## src/rtl/cycle_sequencer_if.sv

```systemverilog
// Purpose: control/handshake bundle between the multi-cycle sequencer and its datapath/memory.
// Latency: pure wiring, no storage.
// Backpressure: memReady is the only stall input; request strobes stay high until it arrives.
// Ports (master = sequencer view):
//   in : opcode[6:0], memReady, branchTaken
//   out: state[2:0], instrFetch, memRead, memWrite, irWrite, regWrite, pcWrite, pcTarget,
//        retire, instret[31:0], halted, illegal, busError
interface cycle_sequencer_if;
    logic [6:0]  opcode;
    logic        memReady;
    logic        branchTaken;
    logic [2:0]  state;
    logic        instrFetch;
    logic        memRead;
    logic        memWrite;
    logic        irWrite;
    logic        regWrite;
    logic        pcWrite;
    logic        pcTarget;
    logic        retire;
    logic [31:0] instret;
    logic        halted;
    logic        illegal;
    logic        busError;

    modport master (
        input  opcode, memReady, branchTaken,
        output state, instrFetch, memRead, memWrite, irWrite, regWrite,
               pcWrite, pcTarget, retire, instret, halted, illegal, busError
    );

    modport slave (
        output opcode, memReady, branchTaken,
        input  state, instrFetch, memRead, memWrite, irWrite, regWrite,
               pcWrite, pcTarget, retire, instret, halted, illegal, busError
    );
endinterface

```

## src/rtl/cycle_sequencer.sv

```systemverilog
// Purpose: multi-cycle RV32 control FSM (FETCH/DECODE/EXECUTE/MEMORY/WRITEBACK/HALT).
// Latency: FENCE 2, BRANCH 3, STORE 4, others 4-5 cycles plus memory wait cycles.
// Backpressure: FETCH/MEMORY hold their request until memReady; optional timeout halts with busError.
// Ports: clk, rst (sync, active-high); bus = cycle_sequencer_if.master (see interface header).
module cycle_sequencer #(
    parameter int MEM_TIMEOUT = 16
) (
    input  logic               clk,
    input  logic               rst,
    cycle_sequencer_if.master  bus
);
    typedef enum logic [2:0] {
        S_FETCH     = 3'd0,
        S_DECODE    = 3'd1,
        S_EXECUTE   = 3'd2,
        S_MEMORY    = 3'd3,
        S_WRITEBACK = 3'd4,
        S_HALT      = 3'd5
    } state_t;

    typedef enum logic [3:0] {
        C_ILLEGAL, C_LUI, C_AUIPC, C_JAL, C_JALR, C_BRANCH,
        C_LOAD, C_STORE, C_OPIMM, C_OP, C_FENCE, C_SYSTEM
    } cls_t;

    localparam int CW = (MEM_TIMEOUT > 2) ? $clog2(MEM_TIMEOUT) : 1;
    localparam logic [CW-1:0] TO_LAST = CW'((MEM_TIMEOUT > 0) ? MEM_TIMEOUT - 1 : 0);

    state_t        curState, nextState;
    cls_t          decCls, clsQ;
    logic [CW-1:0] waitCnt;
    logic [31:0]   instretQ;
    logic          haltedQ, illegalQ, busErrorQ;
    logic          timeoutHit, setIllegal, setBusError;

    always_comb begin
        decCls = C_ILLEGAL;
        case (bus.opcode)
            7'b0110111: decCls = C_LUI;
            7'b0010111: decCls = C_AUIPC;
            7'b1101111: decCls = C_JAL;
            7'b1100111: decCls = C_JALR;
            7'b1100011: decCls = C_BRANCH;
            7'b0000011: decCls = C_LOAD;
            7'b0100011: decCls = C_STORE;
            7'b0010011: decCls = C_OPIMM;
            7'b0110011: decCls = C_OP;
            7'b0001111: decCls = C_FENCE;
            7'b1110011: decCls = C_SYSTEM;
            default:    decCls = C_ILLEGAL;
        endcase
    end

    // Acknowledge in the expiry cycle wins because memReady is tested before timeoutHit.
    assign timeoutHit = (MEM_TIMEOUT > 0) && (waitCnt == TO_LAST) && !bus.memReady;

    always_comb begin
        nextState      = curState;
        setIllegal     = 1'b0;
        setBusError    = 1'b0;
        bus.instrFetch = 1'b0;
        bus.memRead    = 1'b0;
        bus.memWrite   = 1'b0;
        bus.irWrite    = 1'b0;
        bus.regWrite   = 1'b0;
        bus.pcWrite    = 1'b0;
        bus.pcTarget   = 1'b0;
        bus.retire     = 1'b0;
        case (curState)
            S_FETCH: begin
                bus.instrFetch = 1'b1;
                bus.memRead    = 1'b1;
                if (bus.memReady) begin
                    bus.irWrite = 1'b1;
                    nextState   = S_DECODE;
                end else if (timeoutHit) begin
                    nextState   = S_HALT;
                    setBusError = 1'b1;
                end
            end
            // DECODE uses the live opcode; the class is captured for later states.
            S_DECODE: begin
                case (decCls)
                    C_ILLEGAL: begin
                        nextState  = S_HALT;
                        setIllegal = 1'b1;
                    end
                    C_SYSTEM:  nextState = S_HALT;
                    C_FENCE: begin
                        bus.pcWrite = 1'b1;
                        bus.retire  = 1'b1;
                        nextState   = S_FETCH;
                    end
                    default:   nextState = S_EXECUTE;
                endcase
            end
            S_EXECUTE: begin
                case (clsQ)
                    C_LOAD, C_STORE: nextState = S_MEMORY;
                    C_BRANCH: begin
                        bus.pcWrite  = 1'b1;
                        bus.pcTarget = bus.branchTaken;
                        bus.retire   = 1'b1;
                        nextState    = S_FETCH;
                    end
                    default:         nextState = S_WRITEBACK;
                endcase
            end
            S_MEMORY: begin
                bus.memRead  = (clsQ == C_LOAD);
                bus.memWrite = (clsQ == C_STORE);
                if (bus.memReady) begin
                    if (clsQ == C_LOAD) begin
                        nextState = S_WRITEBACK;
                    end else begin
                        bus.pcWrite = 1'b1;
                        bus.retire  = 1'b1;
                        nextState   = S_FETCH;
                    end
                end else if (timeoutHit) begin
                    nextState   = S_HALT;
                    setBusError = 1'b1;
                end
            end
            S_WRITEBACK: begin
                bus.regWrite = 1'b1;
                bus.pcWrite  = 1'b1;
                bus.pcTarget = (clsQ == C_JAL) || (clsQ == C_JALR);
                bus.retire   = 1'b1;
                nextState    = S_FETCH;
            end
            S_HALT:  nextState = S_HALT;
            default: nextState = S_HALT;
        endcase
        // Reset silences every strobe immediately, before the edge takes effect.
        if (rst) begin
            bus.instrFetch = 1'b0;
            bus.memRead    = 1'b0;
            bus.memWrite   = 1'b0;
            bus.irWrite    = 1'b0;
            bus.regWrite   = 1'b0;
            bus.pcWrite    = 1'b0;
            bus.pcTarget   = 1'b0;
            bus.retire     = 1'b0;
        end
    end

    always_ff @(posedge clk) begin
        if (rst) begin
            curState  <= S_FETCH;
            clsQ      <= C_ILLEGAL;
            waitCnt   <= '0;
            instretQ  <= '0;
            haltedQ   <= 1'b0;
            illegalQ  <= 1'b0;
            busErrorQ <= 1'b0;
        end else begin
            curState <= nextState;
            if (curState == S_DECODE) begin
                clsQ <= decCls;
            end
            // Any state change clears the counter, so it starts at zero on entry to FETCH/MEMORY.
            if (nextState != curState) begin
                waitCnt <= '0;
            end else if (((curState == S_FETCH) || (curState == S_MEMORY)) && !bus.memReady) begin
                waitCnt <= waitCnt + CW'(1);
            end
            instretQ  <= instretQ + 32'(bus.retire);
            haltedQ   <= haltedQ | (nextState == S_HALT);
            illegalQ  <= illegalQ | setIllegal;
            busErrorQ <= busErrorQ | setBusError;
        end
    end

    assign bus.state    = curState;
    assign bus.instret  = instretQ;
    assign bus.halted   = haltedQ;
    assign bus.illegal  = illegalQ;
    assign bus.busError = busErrorQ;
endmodule

```

## src/flat_wrapper.sv

```systemverilog
// flat-port wrapper written by rule: the top's interface ports become plain ports
module cycle_sequencer_flat 
#(
    parameter int MEM_TIMEOUT = 16
)
  (clk, rst, bus_opcode, bus_memReady, bus_branchTaken, bus_state, bus_instrFetch, bus_memRead, bus_memWrite, bus_irWrite, bus_regWrite, bus_pcWrite, bus_pcTarget, bus_retire, bus_instret, bus_halted, bus_illegal, bus_busError);
  cycle_sequencer_if bus_i ();
  input  logic clk;
  input  logic rst;
  input wire logic [$bits(bus_i.opcode)-1:0] bus_opcode;
  input wire logic [$bits(bus_i.memReady)-1:0] bus_memReady;
  input wire logic [$bits(bus_i.branchTaken)-1:0] bus_branchTaken;
  output wire logic [$bits(bus_i.state)-1:0] bus_state;
  output wire logic [$bits(bus_i.instrFetch)-1:0] bus_instrFetch;
  output wire logic [$bits(bus_i.memRead)-1:0] bus_memRead;
  output wire logic [$bits(bus_i.memWrite)-1:0] bus_memWrite;
  output wire logic [$bits(bus_i.irWrite)-1:0] bus_irWrite;
  output wire logic [$bits(bus_i.regWrite)-1:0] bus_regWrite;
  output wire logic [$bits(bus_i.pcWrite)-1:0] bus_pcWrite;
  output wire logic [$bits(bus_i.pcTarget)-1:0] bus_pcTarget;
  output wire logic [$bits(bus_i.retire)-1:0] bus_retire;
  output wire logic [$bits(bus_i.instret)-1:0] bus_instret;
  output wire logic [$bits(bus_i.halted)-1:0] bus_halted;
  output wire logic [$bits(bus_i.illegal)-1:0] bus_illegal;
  output wire logic [$bits(bus_i.busError)-1:0] bus_busError;
  assign bus_i.opcode = bus_opcode;
  assign bus_i.memReady = bus_memReady;
  assign bus_i.branchTaken = bus_branchTaken;
  assign bus_state = bus_i.state;
  assign bus_instrFetch = bus_i.instrFetch;
  assign bus_memRead = bus_i.memRead;
  assign bus_memWrite = bus_i.memWrite;
  assign bus_irWrite = bus_i.irWrite;
  assign bus_regWrite = bus_i.regWrite;
  assign bus_pcWrite = bus_i.pcWrite;
  assign bus_pcTarget = bus_i.pcTarget;
  assign bus_retire = bus_i.retire;
  assign bus_instret = bus_i.instret;
  assign bus_halted = bus_i.halted;
  assign bus_illegal = bus_i.illegal;
  assign bus_busError = bus_i.busError;
  cycle_sequencer #(.MEM_TIMEOUT(MEM_TIMEOUT)) u_core (.clk(clk), .rst(rst), .bus(bus_i));
endmodule
```

## config.mk

```make
export PLATFORM = sky130hd
export DESIGN_NAME = cycle_sequencer_flat
export DESIGN_NICKNAME = d
export VERILOG_FILES = /design/src/rtl/cycle_sequencer_if.sv /design/src/rtl/cycle_sequencer.sv /design/src/flat_wrapper.sv
export SDC_FILE = /design/constraint.sdc
export NUM_CORES = 1
export LEC_CHECK = 0
export ABC_AREA = 1
export CAP_MARGIN = 10
export CORE_ASPECT_RATIO = 0.9
export CORE_MARGIN = 4
export CORE_UTILIZATION = 55
export CTS_BUF_LIST = sky130_fd_sc_hd__clkbuf_4 sky130_fd_sc_hd__clkbuf_8
export DETAILED_ROUTE_END_ITERATION = 16
export DONT_BUFFER_PORTS = 1
export PLACE_DENSITY_LB_ADDON = 0.3
export REMOVE_ABC_BUFFERS = 1
export SETUP_SLACK_MARGIN = 0.2
export SYNTH_ARGS = -nofsm -noshare
export SYNTH_HDL_FRONTEND = slang
export SYNTH_SLANG_ARGS = --single-unit
```

## constraint.sdc

```tcl
create_clock -name clk -period 3.8 [get_ports clk]
set_input_delay 0.76 -clock clk [delete_from_list [all_inputs] [get_ports clk]]
set_output_delay 0.76 -clock clk [all_outputs]
set_load 0.01 [all_outputs]
```

==> results of run 1 <==
## registers in the layout, indices dropped and copies added, names as in the netlist
name	count
u_core.clsQ	4
u_core.bus.halted	1
u_core.bus.illegal	1
u_core.bus.busError	1
u_core.waitCnt	4
u_core.bus.instret	32
u_core.bus.state	3
## cell families after synthesis
group                      share of synthesized area [%]
and+or+nand+nor                                    38.28
buffers and inverters                              8.753
DFF                                                37.02
AOI/OAI and AO/OA                                  9.457
xor gates and xnor gates                           4.577
adders and majority gates                          1.509
muxes                                             0.4024
## metal layers
metal | vias up | wire (µm) | part of all wire [%] | track usage [%]
met4 | 0 | 126 | 2.3 | 9.733
met5 | - | 0 | 0 | 0
met1 | 1008 | 2482 | 45 | 23.63
met3 | 11 | 398 | 7.2 | 5.905
li1 | 1167 | - | - | -
met2 | 69 | 2497 | 45 | 35.06
## how the worst max path moves through the flow
stage / startpoint / endpoint / slack, ns / cells after the start
after floorplan: bus_opcode[1] / u_core.bus.instret[28]$_SDFF_PP0_ / 0.57 / 19
after global placement: bus_opcode[1] / u_core.bus.instret[28]$_SDFF_PP0_ / 0.78 / 19
after detailed placement: bus_opcode[1] / u_core.bus.instret[30]$_SDFF_PP0_ / 0.65 / 18
after CTS: u_core.bus.state[0]$_SDFF_PP0_ / u_core.bus.instret[28]$_SDFF_PP0_ / 0.89 / 18
after global routing: u_core.bus.state[0]$_SDFF_PP0_ / u_core.bus.instret[24]$_SDFF_PP0_ / 0.51 / 17
final: u_core.bus.state[0]$_SDFF_PP0_ / u_core.bus.instret[28]$_SDFF_PP0_ / 0.92 / 18
## worst max-delay path, cell delays in order (launching register included)
cell	delay, ns
dfxtp_1	0.53
nand2_1	0.12
nor2_1	0.10
buf_4	0.15
nand2_1	0.05
a41oi_1	0.25
ha_1	0.23
ha_1	0.17
nand2_1	0.06
inv_2	0.09
nand3_1	0.09
nor2_1	0.18
nand2_1	0.12
inv_1	0.09
nand2_1	0.09
nor4_1	0.26
nand2_1	0.08
nand2_1	0.07
nor2_1	0.03
## power by group through the flow
stage	Combinational [W]	Sequential [W]	Clock, W
2_1_floorplan	0.000119	0.000539	0
3_3_place_gp	0.000148	0.000545	0
3_5_place_dp	0.000151	0.000546	0
4_1_cts	0.000152	0.000535	0.000322
5_1_grt	0.000177	0.000539	0.000337
6_report	0.000152	0.000535	0.000313
## layout make-up
class | count | area share (%)
Inverter | 51 | 7.217
Clock buffer | 5 | 2.594
Tap cell | 60 | 2.830
Multi-Input combinational cell | 264 | 50.85
Clock inverter | 3 | 0.9434
Timing Repair Buffer | 3 | 0.8491
Sequential cell | 46 | 34.72
## stage by stage
step | hold slack, ns | utilization [%] | cell area [µm²] | worst slack, ns
2_1_floorplan | 0.4761 | - | 2461 | 0.5749
3_3_place_gp | 0.4985 | 60.75 | 2559 | 0.7806
3_5_place_dp | 0.5118 | 60.75 | 2559 | 0.6529
4_1_cts | 0.5057 | 62.98 | 2653 | 0.8880
5_1_grt | 0.5080 | 62.98 | 2653 | 0.5129
6_report | 0.5185 | 62.98 | 2653 | 0.9161
## placed cells by master, fill, tap and decap left out, types with 2 or more instances in the layout
| cell type | count |
|---|---|
| nor4_1 | 3 |
| nor3b_1 | 5 |
| clkbuf_8 | 5 |
| xor2_1 | 9 |
| nand4_1 | 6 |
| nor2_4 | 2 |
| o21ai_0 | 11 |
| nand2_4 | 2 |
| dfxtp_1 | 46 |
| nand2_1 | 81 |
| ha_1 | 3 |
| o21a_1 | 5 |
| buf_4 | 3 |
| inv_1 | 49 |
| nand3_2 | 3 |
| nor2_2 | 3 |
| inv_2 | 2 |
| nor3_1 | 11 |
| nand2_2 | 2 |
| nand3_1 | 10 |
| nor2_1 | 70 |
| o21ai_1 | 4 |
| a31oi_1 | 2 |
| xnor2_1 | 4 |
| a21oi_1 | 17 |
| a41oi_1 | 2 |
==> impl_metrics.json, run 1 <==
{
  "fillers": 398,
  "ys_top_cells_by_area": "dfxtp_1 (37%), nand2_1 (12%), nor2_1 (11%)",
  "critPathKind": "flop to flop",
  "syn_area_per_cell_um2": 6.778,
  "powerDensity_nw_per_um2": 377.1,
  "power_frac_clock_pct": 31.3,
  "seqCellArea_um2": 920.9,
  "layoutNonFillerInstCount": 432,
  "dp_hpwl_um": 4156,
  "multi_input_area_um2": 1349,
  "initial_core_util_pct": 59.06,
  "static-leakage-power_nw": 1.110,
  "coreArea_um2": 4212,
  "p_int_w": 0.0006892,
  "route.detailed.drc": 0,
  "wirelength_um": 5504,
  "seqPwrFrac_pct": 53.5,
  "rr_endpoint": "u_core.bus.instret[28]$_SDFF_PP0_",
  "grt_overflow": 0,
  "cts.sinks": 46,
  "drv_cap": 0,
  "grt_max_degree": 35,
  "cts_buffer_depth": 2,
  "outcome": "finished, final reports clean",
  "cts_root_buf": "clkbuf_8",
  "p_switching_w": 0.0003112,
  "yosysTopAreaCell": "dfxtp_1",
  "die_h_um": 71.80,
  "io_pins": 57,
  "n_antenna_cell": 0,
  "htreeDepth": 2,
  "syn_inst": 367,
  "finalSetupTns_ns": 0,
  "p_comb_share_pct": 15.2,
  "clock-skew-final_ns": 0.005475,
  "die_w_um": 78.89,
  "synthFlopType": "dfxtp_1",
  "worst_setup_path_start_kind": "flop",
  "detail-route-antenna-nets": 0,
  "min_period_ns": 2.884,
  "rsz0062_at_grt": "no",
  "io_buffers": 0,
  "area_delta_synth_final_pct": 6.640,
  "cp.arrival_ns": 3.10,
  "synthArstFlopShare_pct": 0,
  "fin_nets": 385,
  "numCtsBuffers": 5,
  "vias": 2255,
  "power_w": 0.001000,
  "grt_pass1_wl_um": 9397,
  "p_sw_share_pct": 31.11,
  "fin_crit_sh_pct": 75.89,
  "hp-start": "rst",
  "relSlewSlack_pct": 55.58,
  "layout-drive-gt1-share_pct": 8.333,
  "required_ns": 4.01,
  "crit_fanout": 8,
  "cts_setup_buffers": 0,
  "setup_violations": 0,
  "gp_congestion": 0.9372,
  "fmax_mhz": 346.8,
  "hold_viol": 0,
  "dp.cells": 424,
  "dieArea_um2": 5664,
  "min_to": "u_core.bus.instret[3]$_SDFF_PP0_",
  "ys_types": 35,
  "slew_violations": 0,
  "worstMarginPinSlew_ns": 0.6603,
  "path_clk_slew_ns": 0.09,
  "yosysMostFrequentCell": "nand2_1",
  "ctsResizeCount": 0,
  "rr_startpoint": "u_core.bus.state[0]$_SDFF_PP0_",
  "ys_ff_latch": 46,
  "hp-class": "input port to flop",
  "fp-row-count": 22,
  "netlist_top_cells_count": "nand2_1 (81), nor2_1 (70), inv_1 (49)",
  "reg2regPathDepth": 18,
  "peakVddDrop_uv": 178.8,
  "whs_path_depth": 1,
  "end_kind": "flop",
  "synth_area_um2": 2487,
  "vias_per_cell": 5.220,
  "synth-seq-area-share_pct": 37.02,
  "r2r_setup_slack_ns": 0.92,
  "dr.pass1.iters": 5,
  "antenna_found_initial": 0,
  "grt_pass1_vias": 2161,
  "ys.warnings.count": 0,
  "synth_top_area_share_pct": 37.02,
  "cts_tree": "yes",
  "clock_latency_ns": 0.31,
  "synth_edf_count": 0,
  "drt_iter0_markers": 79,
  "wl_per_cell_um": 12.74,
  "grt_usage_pct": 20.49,
  "cts_hold_buf": 0
}
Power figures use the tool's default switching activity.
==> run 2: changes to the inputs <==
==> constraint.sdc (replaced) <==
create_clock -name clk -period 2.7 [get_ports clk]
set_input_delay 0.54 -clock clk [delete_from_list [all_inputs] [get_ports clk]]
set_output_delay 0.54 -clock clk [all_outputs]
set_load 0.01 [all_outputs]
==> run 2 against run 1 <==
Compared with the run above:
- the flow now finishes with violations (negative setup slack)
- register-to-register slack lost 0.92 ns
- die area unchanged
- cell area up 26%
- largest cell class unchanged
- largest power group unchanged
==> impl_metrics.json, run 2 (synthesis results as in run 1) <==
{
  "grt_usage_pct": 23.13,
  "drt_iter0_markers": 242,
  "antenna_found_initial": 0,
  "fp-row-count": 22,
  "cp.arrival_ns": 2.91,
  "power_frac_clock_pct": 29.8,
  "worstMarginPinSlew_ns": 0.6325,
  "static-leakage-power_nw": 1.517,
  "htreeDepth": 2,
  "grt_pass1_wl_um": 10460,
  "fillers": 279,
  "rsz0062_at_grt": "yes",
  "cts_hold_buf": 0,
  "p_sw_share_pct": 30.87,
  "required_ns": 2.91,
  "peakVddDrop_uv": 279.5,
  "io_pins": 57,
  "power_w": 0.001541,
  "final_cell_mix": "nand2_1 (74), nor2_1 (60), buf_4 (58), inv_1 (45), dfxtp_1 (41)",
  "fin_nets": 445,
  "violations": "negative setup slack",
  "vias_per_cell": 5.476,
  "grt_overflow": 0,
  "die_h_um": 71.80,
  "io_buffers": 0,
  "relSlewSlack_pct": 57.44,
  "placed_cell_area_um2": 2739,
  "hp-class": "input port to flop",
  "seqPwrFrac_pct": 49.0,
  "cts_root_buf": "clkbuf_8",
  "wirelength_um": 7404,
  "drv_cap": 0,
  "die_w_um": 78.89,
  "vias": 2694,
  "design_area_um2": 3341,
  "path_buf_inv": 3,
  "outcome": "complete, but fails checks",
  "r2r_setup_slack_ns": -0.003,
  "p_switching_w": 0.0004757,
  "grt_pass1_vias": 2376,
  "clock-skew-final_ns": 0.005437,
  "largest_reg_flops": 32,
  "n_antenna_cell": 0,
  "cts_tree": "yes",
  "p_comb_share_pct": 21.2,
  "slew_violations": 0,
  "numCtsBuffers": 5,
  "crit_slowest_cell": "dfxtp_2",
  "powerDensity_nw_per_um2": 461.2,
  "end_kind": "flop",
  "dr.pass1.iters": 5,
  "min_period_ns": 2.703,
  "fin_ws_ns": -0.003251,
  "dp_hpwl_um": 4301,
  "clock_latency_ns": 0.31,
  "dieArea_um2": 5664,
  "gp_congestion": 0.9157,
  "cts.sinks": 46,
  "area_delta_synth_final_pct": 34.31,
  "initial_core_util_pct": 59.06,
  "critPathKind": "flop to flop",
  "max_stage_delay_ns": 0.36,
  "crit_family": "simple AND/OR/NAND/NOR gates",
  "layout_commonest_cell": "nand2_1",
  "hold_viol": 0,
  "layout-drive-gt1-share_pct": 30.09,
  "grt_max_degree": 35,
  "route.detailed.drc": 0,
  "fin_crit_sh_pct": 100.1,
  "path_cells": "inv_1, nand3_1, inv_1, nand2_1, a41oi_2, ha_2, ha_4, nand2_2, inv_2, nand3_4, nor2_4, nand2_4, nor2_4, nand2_2, nor2_2, a21oi_1, o21a_1",
  "fmax_mhz": 369.9,
  "wl_per_cell_um": 15.05,
  "crit_fanout": 6,
  "detail-route-antenna-nets": 0,
  "setup_violations": 1,
  "cts_buffer_depth": 2,
  "worst_setup_path_start_kind": "flop",
  "coreArea_um2": 4212,
  "path_clk_slew_ns": 0.08,
  "p_int_w": 0.001065
}
run 2: changes by cell type in the layout (fill, tap and decap cells not counted), sizes merged:
| cell | previous run | this run |
|---|---|---|
| inv | 52 | 51 |
| clkbuf | 5 | 7 |
| buf | 3 | 63 |
| clkinvlp | 1 | 0 |
run 2: routing by layer:
| metal | track usage [%] | share of wire (%) |
|---|---|---|
| met1 | 25.77 | 37 |
| met2 | 40.53 | 52 |
| met3 | 5.528 | 8.2 |
| met4 | 12.98 | 3.3 |
| met5 | 0 | 0 |
run 2: power by group through the flow:
stage / sequential (W) / clock (W) / combinational (W)
2_1_floorplan: 0.000758 / 0 / 0.000168
3_3_place_gp: 0.000760 / 0 / 0.000247
3_5_place_dp: 0.000761 / 0 / 0.000254
4_1_cts: 0.000748 / 0.000458 / 0.000283
5_1_grt: 0.000758 / 0.000487 / 0.000357
6_report: 0.000755 / 0.000459 / 0.000327
run 2: metrics by stage:
step,hold slack [ns],instances,worst slack (ns),util (%),setup TNS (ns)
final,0.2947,492,-0.003251,79.32,-0.003251
after global routing,0.2896,492,-0.2011,79.32,-2.160
after CTS,0.2931,481,0.1373,72.91,0
after detailed placement,0.5065,448,-0.2146,65.03,-1.568
after global placement,0.5054,448,-0.09137,65.03,-0.3272
after floorplan,0.4761,361,-0.3051,-,-2.910
run 2: area by class of cell:
| type | instances | area [µm²] | share of cell area [%] |
|---|---|---|---|
| timing repair buffer | 63 | 491.7 | 14.72 |
| clock buffer | 7 | 90.09 | 2.697 |
| multi-input combinational | 264 | 1555 | 46.55 |
| tap | 60 | 75.07 | 2.247 |
| sequential | 46 | 927.1 | 27.75 |
| clock inverter | 1 | 5.005 | 0.1498 |
| inverter | 51 | 196.4 | 5.880 |
run 2: worst register-to-register path, stage by stage (launching register included):
cell and delay [ns]:
dfxtp_2 0.36, inv_1 0.10, nand3_1 0.18, inv_1 0.14
nand2_1 0.08, a41oi_2 0.23, ha_2 0.26, ha_4 0.14
nand2_2 0.05, inv_2 0.09, nand3_4 0.10, nor2_4 0.16
nand2_4 0.09, nor2_4 0.17, nand2_2 0.10, nor2_2 0.16
a21oi_1 0.08, o21a_1 0.11
run 2: final timing paths:
kind,cells past startpoint,start,end
min reg2reg,2,u_core.bus.halted$_SDFF_PP0_,u_core.bus.halted$_SDFF_PP0_
min,1,rst,u_core.bus.instret[22]$_SDFF_PP0_
max,17,u_core.bus.state[0]$_SDFF_PP0_,u_core.bus.instret[30]$_SDFF_PP0_
max reg2reg,17,u_core.bus.state[0]$_SDFF_PP0_,u_core.bus.instret[30]$_SDFF_PP0_
run 2: timing repair:
item | 4_1_cts | 5_1_grt
resized for setup | 13 | 50
pin swaps | 6 | 19
setup endpoints to repair | 19 | 28
buffers inserted | 25 | 11
